$ cat src/rtl/mult_result_accum.sv
// Block accumulator behind the sequenced multiplier: sums 2**N_LOG2 products with
// saturation, then rounds, shifts and saturates the block sum to OUT_W bits.
module mult_result_accum #(
  parameter int unsigned IN_W   = 8,
  parameter int unsigned ACC_W  = 12,
  parameter int unsigned OUT_W  = 10,
  parameter int unsigned SHIFT  = 2,
  parameter int unsigned N_LOG2 = 4,
  parameter bit          SIGNED = 1'b1
) (
  input  logic              clk,
  input  logic              reset,
  input  logic              clear,
  input  logic              in_valid,
  input  logic [IN_W-1:0]   in_data,
  output logic              in_ready,
  output logic              running,
  output logic [N_LOG2-1:0] count,
  output logic              out_valid,
  output logic [OUT_W-1:0]  out_data,
  output logic              out_sat
);

  localparam int unsigned EXT_W = ACC_W + 1;
  localparam logic [EXT_W-1:0]  RND      = EXT_W'((1 << SHIFT) >> 1);
  localparam logic [N_LOG2-1:0] CNT_LAST = {N_LOG2{1'b1}};
  localparam logic [ACC_W-1:0]  ACC_MAX  = SIGNED ? {1'b0, {(ACC_W-1){1'b1}}} : {ACC_W{1'b1}};
  localparam logic [ACC_W-1:0]  ACC_MIN  = {1'b1, {(ACC_W-1){1'b0}}};
  localparam logic [OUT_W-1:0]  OUT_MAX  = SIGNED ? {1'b0, {(OUT_W-1){1'b1}}} : {OUT_W{1'b1}};
  localparam logic [OUT_W-1:0]  OUT_MIN  = {1'b1, {(OUT_W-1){1'b0}}};

  typedef enum logic [1:0] {IDLE, ACCUM, ROUND, OUT} state_e;

  state_e              state_q, state_d;
  logic [ACC_W-1:0]    acc_q, acc_d;
  logic                sat_acc_q, sat_acc_d;
  logic [N_LOG2-1:0]   count_q, count_d;
  logic                in_ready_q, in_ready_d;
  logic                running_q, running_d;
  logic                out_valid_q, out_valid_d;
  logic [OUT_W-1:0]    out_data_q, out_data_d;
  logic                out_sat_q, out_sat_d;

  logic [EXT_W-1:0]    in_ext, acc_ext, sum_ext, rnd_ext, r_ext;
  logic [ACC_W-1:0]    acc_sum;
  logic                acc_ovf;
  logic [OUT_W-1:0]    out_res;
  logic                out_ovf;

  // Saturating add and block-end round/shift/saturate, one bit wider than acc.
  always_comb begin
    in_ext  = '0;
    acc_ext = '0;
    r_ext   = '0;
    acc_ovf = 1'b0;
    out_ovf = 1'b0;
    if (SIGNED) begin
      in_ext  = {{(EXT_W-IN_W){in_data[IN_W-1]}}, in_data};
      acc_ext = {acc_q[ACC_W-1], acc_q};
    end else begin
      in_ext  = {{(EXT_W-IN_W){1'b0}}, in_data};
      acc_ext = {1'b0, acc_q};
    end
    sum_ext = acc_ext + in_ext;
    rnd_ext = acc_ext + RND;
    if (SIGNED) begin
      acc_ovf = sum_ext[ACC_W] ^ sum_ext[ACC_W-1];
      r_ext   = $signed(rnd_ext) >>> SHIFT;
      out_ovf = !((&r_ext[ACC_W:OUT_W-1]) || !(|r_ext[ACC_W:OUT_W-1]));
    end else begin
      acc_ovf = sum_ext[ACC_W];
      r_ext   = rnd_ext >> SHIFT;
      out_ovf = |r_ext[ACC_W:OUT_W];
    end
    if (!acc_ovf)
      acc_sum = sum_ext[ACC_W-1:0];
    else if (SIGNED && sum_ext[ACC_W])
      acc_sum = ACC_MIN;
    else
      acc_sum = ACC_MAX;
    if (!out_ovf)
      out_res = r_ext[OUT_W-1:0];
    else if (SIGNED && r_ext[ACC_W])
      out_res = OUT_MIN;
    else
      out_res = OUT_MAX;
  end

  // Next state; status outputs are registered from the next state.
  always_comb begin
    state_d    = state_q;
    acc_d      = acc_q;
    sat_acc_d  = sat_acc_q;
    count_d    = count_q;
    out_data_d = out_data_q;
    out_sat_d  = out_sat_q;
    case (state_q)
      IDLE, ACCUM: begin
        if (clear) begin
          acc_d     = '0;
          sat_acc_d = 1'b0;
          count_d   = '0;
          state_d   = IDLE;
        end else if (in_valid) begin
          acc_d     = acc_sum;
          sat_acc_d = sat_acc_q | acc_ovf;
          count_d   = count_q + N_LOG2'(1);
          state_d   = (count_q == CNT_LAST) ? ROUND : ACCUM;
        end
      end
      ROUND: begin
        out_data_d = out_res;
        out_sat_d  = sat_acc_q | out_ovf;
        state_d    = OUT;
      end
      OUT: begin
        acc_d     = '0;
        sat_acc_d = 1'b0;
        state_d   = IDLE;
      end
      default: state_d = IDLE;
    endcase
    in_ready_d  = (state_d == IDLE) || (state_d == ACCUM);
    running_d   = (state_d == ACCUM);
    out_valid_d = (state_d == OUT);
  end

  always_ff @(posedge clk or posedge reset) begin
    if (reset) begin
      state_q     <= IDLE;
      acc_q       <= '0;
      sat_acc_q   <= 1'b0;
      count_q     <= '0;
      in_ready_q  <= 1'b1;
      running_q   <= 1'b0;
      out_valid_q <= 1'b0;
      out_data_q  <= '0;
      out_sat_q   <= 1'b0;
    end else begin
      state_q     <= state_d;
      acc_q       <= acc_d;
      sat_acc_q   <= sat_acc_d;
      count_q     <= count_d;
      in_ready_q  <= in_ready_d;
      running_q   <= running_d;
      out_valid_q <= out_valid_d;
      out_data_q  <= out_data_d;
      out_sat_q   <= out_sat_d;
    end
  end

  assign in_ready  = in_ready_q;
  assign running   = running_q;
  assign count     = count_q;
  assign out_valid = out_valid_q;
  assign out_data  = out_data_q;
  assign out_sat   = out_sat_q;

endmodule

$ cat config.mk
export PLATFORM = sky130hd
export DESIGN_NAME = mult_result_accum
export DESIGN_NICKNAME = d
export VERILOG_FILES = /design/src/rtl/mult_result_accum.sv
export SDC_FILE = /design/constraint.sdc
export NUM_CORES = 1
export LEC_CHECK = 0
export CORE_MARGIN = 4
export CORE_UTILIZATION = 59
export DETAILED_ROUTE_END_ITERATION = 12
export GPL_TIMING_DRIVEN = 0
export PLACE_DENSITY = 0.93
export RECOVER_POWER = 50
export SLEW_MARGIN = 0
export SYNTH_ARGS = -nofsm -noshare
export SYNTH_HDL_FRONTEND = slang
export SYNTH_SLANG_ARGS = --single-unit
$ cat constraint.sdc
create_clock -name clk -period 5.5 [get_ports clk]
set_input_delay 0.825 -clock clk [delete_from_list [all_inputs] [get_ports clk]]
set_output_delay 0.825 -clock clk [all_outputs]
set_load 0.02 [all_outputs]
# Word-level counts from Yosys, hierarchy flattened
# Cells that the tools add are included.
[classes]
eq_ne = 7
n_mux = 16
reduce_logical = 13
bitwise = 3
addsub = 3
[ops]
columns = ["operator", "n"]
rows = [
  ["12-bit two-way mux", 4],
  ["12-bit one-hot mux with 2 select lines", 1],
  ["10-bit two-way mux", 2],
  ["12-bit by 3-bit adder with 13-bit output, second input constant", 1],
  ["12-bit by 8-bit adder with 13-bit output", 1],
  ["4-bit two-way mux", 2],
  ["2-bit equality test, second input constant", 3],
  ["2-bit two-way mux", 3],
  ["2-bit one-hot mux with 3 select lines", 1],
  ["2-bit AND reduction", 3],
  ["4-bit by 1-bit adder with 4-bit output, second input constant", 1],
  ["2-bit by 1-bit equality test with 1-bit output, second input constant", 2],
  ["4-bit equality test, second input constant", 1],
  ["2-bit logical NOT", 2],
  ["2-bit nonzero test", 2],
  ["2-bit OR reduction", 2],
  ["3-bit != test, second input constant", 1],
  ["1-bit logical NOT", 2],
  ["1-bit logical OR", 2],
  ["1-bit two-way mux", 2],
  ["1-bit OR", 2],
  ["1-bit one-hot mux with 2 select lines", 1],
  ["1-bit XOR", 1],
]
[word_totals]
register_bits = 33
input_bits = 12
wordCells = 51
output_inout_bits = 18

# Longest topological paths before layout
# Gate-level depths: netlist of run 1.
[logic_depth]
ltp_word = 7
mapped_depth = 9

# Worst setup path after synthesis of run 1
# Ideal clock, no wire load.
[synth_path]
kind = "input-to-reg"
from = "input in_data[0]"
to = "register acc_q[10]"
n_path_buf = 0
t_required_ns = 5.373
stages = 8
setup_ns = 0.127
t_arrival_ns = 2.838
path_slack_ns = 2.536
path_cell_list = "ha_1 fa_1 a211oi_1 o21bai_1 a211oi_1 xor2_1 a221oi_1 a221o_2"
[synth_between]
elab_chain_cells = 6
word_cells_on_any_way = 7
classes_between = "add/sub: 1; mux: 5; bitwise: 1"
[synth_rtl]
columns = ["item", "line", "text"]
rows = [
  ["start, declared", "15", "input logic [IN_W-1:0] in_data,"],
  ["12-bit by 8-bit adder with 13-bit output *", "64", "sum_ext = acc_ext + in_ext;"],
  ["12-bit two-way mux / 1-bit XOR (equally long branches)", "77, 67", ""],
  ["12-bit two-way mux *", "75", "if (!acc_ovf)"],
  ["12-bit two-way mux *", "104", "end else if (in_valid) begin"],
  ["12-bit two-way mux *", "99", "if (clear) begin"],
  ["12-bit one-hot mux with 2 select lines *", "97", "case (state_q)"],
  ["end signal, assigned", "131", "acc_q <= '0;"],
  ["end signal, assigned", "141", "acc_q <= acc_d;"],
  ["end, declared", "35", "logic [ACC_W-1:0] acc_q, acc_d;"],
]
# Mark *: on every way between the ends. The rest lies on a longest branch, timed or not. The select of a mux whose other input is x is not followed.
# A chain may end at the register's enable or synchronous reset.

# Worst setup path after layout of run 1
# Same ends and word-level chain as after synthesis.

==> results of run 1 <==
-- area by class of cell --
class / instances / area (sq um)
timing repair buffer: 30 / 294.0
tap: 48 / 60.06
buffer: 7 / 37.54
clock inverter: 1 / 30.03
fill: 264 / 947.2
clock buffer: 7 / 86.33
inverter: 6 / 22.52
sequential: 33 / 827.0
multi-input combinational: 189 / 1329
-- worst max-delay path, stage by stage --
cell and delay (ns):
clkdlybuf4s50_1 0.40, ha_1 0.24, fa_1 0.43, a211oi_1 0.36
o21bai_1 0.18, a211oi_1 0.41, xor2_1 0.22, a221oi_1 0.10
a221o_2 0.37
-- power by group --
group          switching (mW)  internal, mW
combinational           0.309         0.269
clock                  0.0868         0.148
sequential             0.0611         0.281
-- synthesized netlist by cell type, types with 3 or more instances --
cell      instances
clkbuf_1          5
xnor2_1           7
maj3_2            5
a21o_1            3
nand3_1           4
nand2b_1          5
o21bai_1          3
and3_1            4
dfrtp_1          32
nand4_1           4
or2_2             4
a32oi_1           3
o21ai_0          19
ha_1             14
nor2_1           21
inv_1             5
a211oi_1         10
xor2_1            7
nor2b_1           3
a22o_1            8
a21oi_1          13
nand2_1          16
nor3_1            6
-- worst paths after layout --
path	from	endpoint	slack (ns)	depth (start not counted)
min in group asynchronous	reset	count[2]	0.93	2
max	in_data[0]	acc_q[10]	2.13	9
max reg2reg	acc_q[0]	acc_q[10]	2.70	8
max in group asynchronous	reset	acc_q[5]	3.31	3
min	out_data[9]	out_data[9]	0.49	2
min reg2reg	out_data[9]	out_data[9]	0.49	2
-- per-layer routing --
layer | track usage (%) | vias up | routed length, um
met2 | 35.28 | 52 | 2511
met3 | 5.507 | 9 | 256
met4 | 9.544 | 0 | 102
met5 | 0 | - | 0
met1 | 26.18 | 934 | 2146
li1 | - | 961 | -
-- through the flow --
stage | hold WS [ns] | instances | total power [mW] | util (%)
after floorplan | 0.4737 | 235 | 0.7835 | -
after global routing | 0.5242 | 321 | 1.232 | 73.93
after detailed placement | 0.4832 | 312 | 0.9118 | 70.63
final | 0.4923 | 321 | 1.155 | 73.93
after CTS | 0.4975 | 320 | 1.150 | 73.83
after global placement | 0.4548 | 312 | 0.8811 | 70.63
-- kinds of logic (layout without fill, tap and decap cells) --
| kind of cell | count (synthesis) | count (layout) | synth area share [%] |
|---|---|---|---|
| DFF | 33 | 33 | 37.32 |
| and+or+nand+nor | 75 | 75 | 16.94 |
| muxes | 1 | 1 | 0.5082 |
| xor gates and xnor gates | 14 | 14 | 5.534 |
| adders and majority gates | 22 | 22 | 12.25 |
| AOI/OAI and AO/OA | 77 | 77 | 24.73 |
| buffers and inverters | 13 | 51 | 2.710 |
-- registers in the layout, summed over array words and instances (netlist names) --
name,count
acc_q,12
count,4
in_ready,1
out_data,10
out_sat,1
out_valid,1
running,1
sat_acc_q,1
state_q,2
-- layout by cell type, fill, tap and decap left out, drive strengths merged, types with 2 or more instances in the layout --
| cell type | count |
|---|---|
| dfrtp | 32 |
| clkdlybuf4s50 | 24 |
| nor2 | 21 |
| o21ai | 20 |
| nand2 | 16 |
| ha | 14 |
| a21oi | 13 |
| clkbuf | 13 |
| a211oi | 10 |
| a22o | 8 |
| xnor2 | 7 |
| xor2 | 7 |
| maj3 | 7 |
| nor3 | 6 |
| nand2b | 5 |
| dlygate4sd3 | 5 |
| nand4 | 4 |
| or2 | 4 |
| nand3 | 4 |
| and3 | 4 |
| inv | 4 |
| o21bai | 3 |
| nor2b | 3 |
| a21o | 3 |
| a32oi | 3 |
| a221oi | 3 |
| clkinv | 2 |
| o211ai | 2 |
| and2 | 2 |
| a221o | 2 |
| buf | 2 |
==> run_results.csv, run 1 <==
group,metric,value,unit
synthesis,yosysWarnings,0,
sta,slew_violations,0,
power,ir_drop,0.0003106,V
clocking,cts-root-buf,"clkbuf_8",
clocking,cts_sinks,33,
global_routing,grt_overflow,0,
drt,detail_route.wl_per_cell,15.63,um
setup_path,end_kind,"flip-flop",
global_routing,grt_pass1_vias,1868,
synthesis,syn-cell-area,2216,sq um
power,power_density,429.9,nW/um^2
drt,firstDrtPassIters,4,
clocking,clk_pin_slew,0.06,ns
cells_and_area,postLayoutCellArea,2686,sq um
setup_path,worstPathRequired,5.67,ns
clocking,cts-resized-gates,0,
global_routing,grt_first_pass_wirelength,8300,um
cells_and_area,finalNetCount,299,
place,dp_slack,1.847,ns
synthesis,yosysTopAreaCell,"dfrtp_1",
synthesis,synth_edf_count,0,
cells_and_area,final_layout_size_suffix_gt1_share,9.890,%
setup_path,crit_arrival,3.54,ns
drt,totalWireLength,5016,um
place,post_dp_cell_area,2566,sq um
clocking,numCtsBuffers,5,
global_routing,grt_max_degree,34,
global_routing,antenna_found_initial,0,
sta,tns,0,ns
clocking,cts_tree,"built",
sta,rsz0062_at_grt,"false",
clocking,cts_max_path_buffers,2,
global_routing,grt_util_all_layers,21.37,%
sta,relSlewSlack,31.14,%
die,chipWidth,69.29,um
synthesis,synth.area.top_cells,"dfrtp_1 36%, ha_1 7.9%, o21ai_0 4.3%",
sta,fmax,0.2972,GHz
synthesis,ys_types,54,
sta,timing.final.ws_setup,2.135,ns
synthesis,syn_inst,235,
synthesis,syn_nets,262,
place,gp_congestion,0.9385,
die,pin_count,30,
sta,setup-violations-final,0,
sta,finalHoldViolations,0,
outcome,status,"complete, no violations",
synthesis,ys.flop_type,"dfrtp_1",
worst_hold_path,hold_class,"reg2reg",
setup_path,worst-path-max-fanout,3,
die,rows,22,
die,dieArea,4800,sq um
drt,detail-route-antenna-nets,0,
sta,tightest_slew,1.033,ns
clocking,htree_levels,2,
drt,avgViaCountPerCell,6.093,
setup_path,path_class,"in2reg",
sta,min_period,3.365,ns
clocking,cts_setup_buffers,0,
drt,drcViolationCount,0,
cells_and_area,area_delta_synth_final,21.23,%
clocking,cts_hold_buf,0,
run,maxCapViolCount,0,
cells_and_area,diodes,0,
clocking,clock_latency,0.29,ns
die,core_region_area,3633,sq um
place,dp_hpwl,3801,um
power,p_leak,1.167,nW
synthesis,ys_seq_area_share,37.32,%
drt,drtIter0Drc,101,
die,die_y,69.29,um
place,port_buffers,29,
drt,route.vias.total,1956,
setup_path,worstSetupStartpointType,"primary input",
synthesis,syn_area_per_cell,9.429,sq um
die,start_util,60.98,%
synthesis,synth_top_cell_area_share,36.14,%
synthesis,yosys_register_bits,33,
sta,fin_crit_sh,61.18,%
sta,fin_worst_skew,0.007271,ns
synthesis,async_flop_share,100.0,%
Power figures use the tool's default switching activity.
==> run 2, diff against run 1 <==
Settings changed: CORE_UTILIZATION 59 to 50, PLACE_DENSITY 0.93 to 0.85.
Clock period 5.5 ns to 2.85 ns, I/O delays scaled along.
==> run 2 against run 1 <==
Against the previous run: clock skew is 0.0022 ns lower; sequential cell count stayed put; die area is 16% higher; via count is 3.3% lower; setup slack worse by 2.0 ns; count of clock-buffer cells in the layout is 1 higher; sequential share of layout area is 0.11 points lower; clock power is 50% higher; cell count is 0.93% higher; sequential power is 91% higher.
==> run_results.csv, run 2 (synthesis gave the netlist of run 1 again) <==
group,metric,value,unit
global_routing,grt_first_pass_wirelength,7817,um
clocking,clock_latency,0.28,ns
global_routing,grt_max_degree,34,
worst_hold_path,worstHoldPathCells,2,
cells_and_area,final_cell_mix,"32 x dfrtp_1, 22 x clkdlybuf4s50_1, 21 x nor2_1",
place,port_buffers,29,
global_routing,grt_util_all_layers,18.30,%
drt,firstDrtPassIters,4,
setup_path,worstSetupStartpointType,"primary input",
die,start_util,53.47,%
sta,finalHoldViolations,0,
power,p_int,1.287,mW
cells_and_area,diodes,0,
clocking,cts_tree,"built",
power,ir_drop,0.0004931,V
global_routing,grt_pass1_vias,1714,
die,dieArea,5561,sq um
outcome,status,"complete, no violations",
global_routing,grtUsageMet3,3.649,%
worst_hold_path,hold_class,"reg2reg",
sta,timing.final.ws_setup,0.1466,ns
setup_path,cp_common_cell,"o21ai_0",
clocking,numCtsBuffers,5,
clocking,cts-root-buf,"clkbuf_8",
sta,slew_violations,0,
sta,fmax,0.3699,GHz
sta,relSlewSlack,20.66,%
global_routing,grt_use_met2,29.66,%
cells_and_area,regMostFlops,"acc_q",
clocking,clk_pin_slew,0.06,ns
power,power.net_switching,0.8403,mW
global_routing,antenna_found_initial,0,
die,core_region_area,4144,sq um
setup_path,path_class,"in2reg",
setup_path,slowest_stage,"clkdlybuf4s50_1",
die,pin_count,30,
cells_and_area,final_layout_size_suffix_gt1_share,11.68,%
sta,hold_ws,0.4694,ns
cells_and_area,final_util,65.07,%
cells_and_area,area_delta_synth_final,21.68,%
sta,tightest_slew,1.190,ns
place,gp_congestion,0.9098,
setup_path,worst-path-max-fanout,10,
clocking,cts_sinks,33,
global_routing,met1_usage,24.60,%
drt,detail-route-antenna-nets,0,
power,p_sw_share,39.51,%
sta,rsz0062_at_grt,"true",
die,chipWidth,74.57,um
clocking,htree_levels,2,
run,maxCapViolCount,0,
clocking,cts_max_path_buffers,2,
power,clkPwrFrac,16.5,%
setup_path,end_kind,"flip-flop",
drt,route.vias.total,1892,
power,combinationalPowerShare,52.7,%
cells_and_area,largest_reg_flops,12,
sta,min_period,2.703,ns
place,dp_hpwl,3661,um
drt,drcViolationCount,0,
place,dp_slack,-0.3324,ns
global_routing,grt_overflow,0,
setup_path,worstPathRequired,3.02,ns
sta,fin_worst_skew,0.005102,ns
sta,setup-violations-final,0,
sta,fin_crit_sh,94.86,%
global_routing,grt_most_used_layer,"met2",
die,die_y,74.57,um
power,power_density,788.9,nW/um^2
power,p_leak,1.162,nW
cells_and_area,finalNetCount,300,
setup_path,crit_arrival,2.87,ns
die,rows,23,
drt,totalWireLength,4593,um
setup_path,reg2reg_depth,8,
drt,drtIter0Drc,135,
drt,avgViaCountPerCell,5.840,
setup_path,cp_cell_sequence,"clkdlybuf4s50_1 -> ha_1 -> fa_2 -> a211oi_2 -> o21ai_0 -> o21ai_0 -> a311oi_2 -> buf_4 -> maj3_2 -> a22o_1",
cells_and_area,final_common_cell,"dfrtp_1",
setup_path,slowest_delay,0.40,ns
drt,detail_route.wl_per_cell,14.18,um
power,seqPwrFrac,30.7,%
==> run 2: critical path, delay by kind of cell <==
family | cells | cell delay, ns
fa+ha+maj | 3 | 0.94
compound gates | 5 | 0.86
buf+inv | 2 | 0.63
==> run 2: through the flow <==
stage / cell area, sq um / std cells / total power, mW / setup TNS (ns)
5_1_grt: 2696 / 324 / 2.296 / -0.02374
4_1_cts: 2678 / 322 / 2.113 / 0
6_report: 2696 / 324 / 2.127 / 0
2_1_floorplan: 2216 / 235 / 1.512 / 0
3_3_place_gp: 2569 / 314 / 1.689 / -2.368
3_5_place_dp: 2569 / 314 / 1.737 / -2.932
==> run 2: final cells by class <==
cell class / instances / area, sq um
Fill cell: 366 / 1448
Multi-Input combinational cell: 189 / 1356
Sequential cell: 33 / 827.0
Timing Repair Buffer: 31 / 300.3
Clock buffer: 8 / 90.09
Tap cell: 50 / 62.56
Buffer: 7 / 37.54
Inverter: 6 / 22.52
==> run 2: worst paths after layout <==
path                                to  slack, ns   startpoint
setup / recovery              acc_q[9]       0.15   in_data[0]
hold / removal             out_data[9]       0.47  out_data[9]
setup reg to reg              acc_q[9]       0.30     acc_q[6]
hold reg to reg            out_data[9]       0.47  out_data[9]
max in group asynchronous     acc_q[1]       0.98        reset
min in group asynchronous  out_data[6]       0.50        reset
==> run 2: power by group through the flow <==
stage | Sequential, mW | Combinational, mW | Clock, mW
after global routing | 0.667 | 1.25 | 0.378
after floorplan | 0.626 | 0.886 | 0
after global placement | 0.650 | 1.04 | 0
after detailed placement | 0.658 | 1.08 | 0
final | 0.654 | 1.12 | 0.351
after CTS | 0.653 | 1.10 | 0.359
==> run 2: timing repair <==
item	CTS	global route
hold buffers	0	0
pin swaps	0	2
buffers inserted	0	1
resized for setup	4	2
setup endpoints to repair	4	3
gates cloned	0	0
==> run 2: layer usage <==
layer / part of all wire, % / wire length (um)
met5: 0 / 0
met2: 48 / 2215
met4: 1.7 / 76
met3: 3.4 / 154
met1: 47 / 2146
==> run 3, diff against run 2 <==
Settings changed: CAP_MARGIN from default to 20, SKIP_CTS_REPAIR_TIMING from default to 1.
==> run 3 against run 2 <==
Against the previous run: maximum frequency rose by 0.24%; clock power fell by 7.4%; hold slack improved by 0.0014 ns; register-to-register slack barely moved; utilization fell by 0.060 points; combinational power barely moved; setup slack improved by 0.0065 ns; sequential share of layout area barely moved; sequential power barely moved; clock skew fell by 0.0014 ns; largest cell class unchanged.
==> run_results.csv, run 3 (synthesis gave the netlist of run 1 again) <==
group,metric,value,unit
die,die_y,74.57,um
global_routing,grt_pass1_vias,1717,
place,dpl.cell_count,315,
global_routing,grt_first_pass_wirelength,7700,um
power,power.total,2.111,mW
place,dp_hpwl,3700,um
sta,fin_worst_skew,0.003685,ns
cells_and_area,finalNetCount,301,
sta,setup-violations-final,0,
clocking,cts_max_path_buffers,2,
sta,min_period,2.697,ns
setup_path,worstSetupStartpointType,"primary input",
place,port_buffers,29,
die,start_util,53.47,%
drt,firstDrtPassIters,4,
setup_path,worstPathRequired,3.01,ns
worst_hold_path,hold_start,"out_data[9]",
setup_path,regToRegEndpoint,"acc_q[9]",
setup_path,crit_arrival,2.86,ns
power,p_leak,1.181,nW
drt,avgViaCountPerCell,5.797,
cells_and_area,final_util,65.01,%
global_routing,grt_overflow,0,
cells_and_area,final_common_cell,"dfrtp_1",
die,dieArea,5561,sq um
clocking,cts_sinks,33,
die,chipWidth,74.57,um
sta,relSlewSlack,27.11,%
drt,drtIter0Drc,127,
sta,tightest_slew,1.093,ns
setup_path,r2r_start,"acc_q[8]",
cells_and_area,fin_cells,325,
setup_path,reg2reg_depth,8,
cells_and_area,regArea,827.0,sq um
sta,hold_ws,0.4708,ns
setup_path,ff2ff_setup_slack,0.29,ns
sta,fmax,0.3708,GHz
sta,fin_crit_sh,94.63,%
clocking,cts_tree,"built",
global_routing,grt_max_degree,23,
cells_and_area,multi_input_area,1350,sq um
die,core_region_area,4144,sq um
cells_and_area,area_delta_synth_final,21.57,%
sta,finalHoldViolations,0,
cells_and_area,final_layout_size_suffix_gt1_share,12.73,%
power,power_density,783.8,nW/um^2
outcome,status,"complete, no violations",
place,gp_congestion,0.9098,
drt,detail-route-antenna-nets,0,
drt,detail_route.wl_per_cell,14.16,um
clocking,clock_latency,0.28,ns
global_routing,antenna_found_initial,0,
power,ir_drop,0.0005471,V
sta,slew_violations,0,
cells_and_area,largest_reg_flops,12,
cells_and_area,diodes,0,
setup_path,worst-path-max-fanout,10,
run,maxCapViolCount,0,
setup_path,cp-startpoint,"in_data[1]",
drt,totalWireLength,4601,um
cells_and_area,fill_cells,359,
setup_path,path_class,"in2reg",
die,pin_count,30,
setup_path,end_kind,"flip-flop",
cells_and_area,final_cell_mix,"32 x dfrtp_1, 21 x nor2_1, 21 x clkdlybuf4s50_1",
die,rows,23,
cells_and_area,regMostFlops,"acc_q",
clocking,htree_levels,2,
drt,route.vias.total,1884,
worst_hold_path,hold_class,"reg2reg",
drt,drcViolationCount,0,
global_routing,grt_util_all_layers,17.89,%
worst_hold_path,worstHoldPathCells,2,
setup_path,critPathCapture,"acc_q[9]",
clocking,cts-root-buf,"clkbuf_8",
clocking,clk_pin_slew,0.06,ns
clocking,numCtsBuffers,5,
sta,tns,0,ns
==> run 3: final cells by class <==
cell class              instances  area share, %
clock inverters                 2         0.3716
multi-input cells             189          50.12
clock buffers                   6          2.694
flip-flops and latches         33          30.70
well taps                      50          2.322
repair buffers                 32          11.57
plain buffers                   7          1.393
inverters                       6         0.8360
==> run 3: power breakdown <==
group          switching (mW)  internal, mW  total (mW)
clock network           0.156         0.169       0.325
logic                   0.579         0.554        1.13
registers               0.111         0.542       0.653
==> run 3: worst min path at each step <==
| stage | end | slack (ns) |
|---|---|---|
| global route | out_data[9] | 0.52 |
| floorplan | sat_acc_q | 0.47 |
| CTS | out_data[9] | 0.47 |
| detailed placement | out_data[9] | 0.46 |
| global placement | out_data[9] | 0.45 |
| finish | out_data[9] | 0.47 |
==> run 3: critical path: stages <==
cell	delay (ns)
clkdlybuf4s50_1	0.46
ha_1	0.33
a211oi_1	0.27
o21ai_1	0.23
o2111ai_1	0.28
o311ai_2	0.19
buf_6	0.19
maj3_2	0.31
a22o_1	0.19
==> run 3: per-layer routing <==
metal,vias up,part of all wire [%],track usage [%]
met1,879,46,23.69
li1,963,-,-
met4,0,1.2,4.941
met2,37,49,29.76
met3,5,3.8,3.649
met5,-,0,0
==> run 3: stage by stage <==
stage | setup slack (ns) | area, sq um
floorplan | 0.2833 | 2216
global placement | -0.3092 | 2569
detailed placement | -0.3394 | 2596
CTS | -0.04249 | 2679
global route | -0.03439 | 2694
finish | 0.1530 | 2694
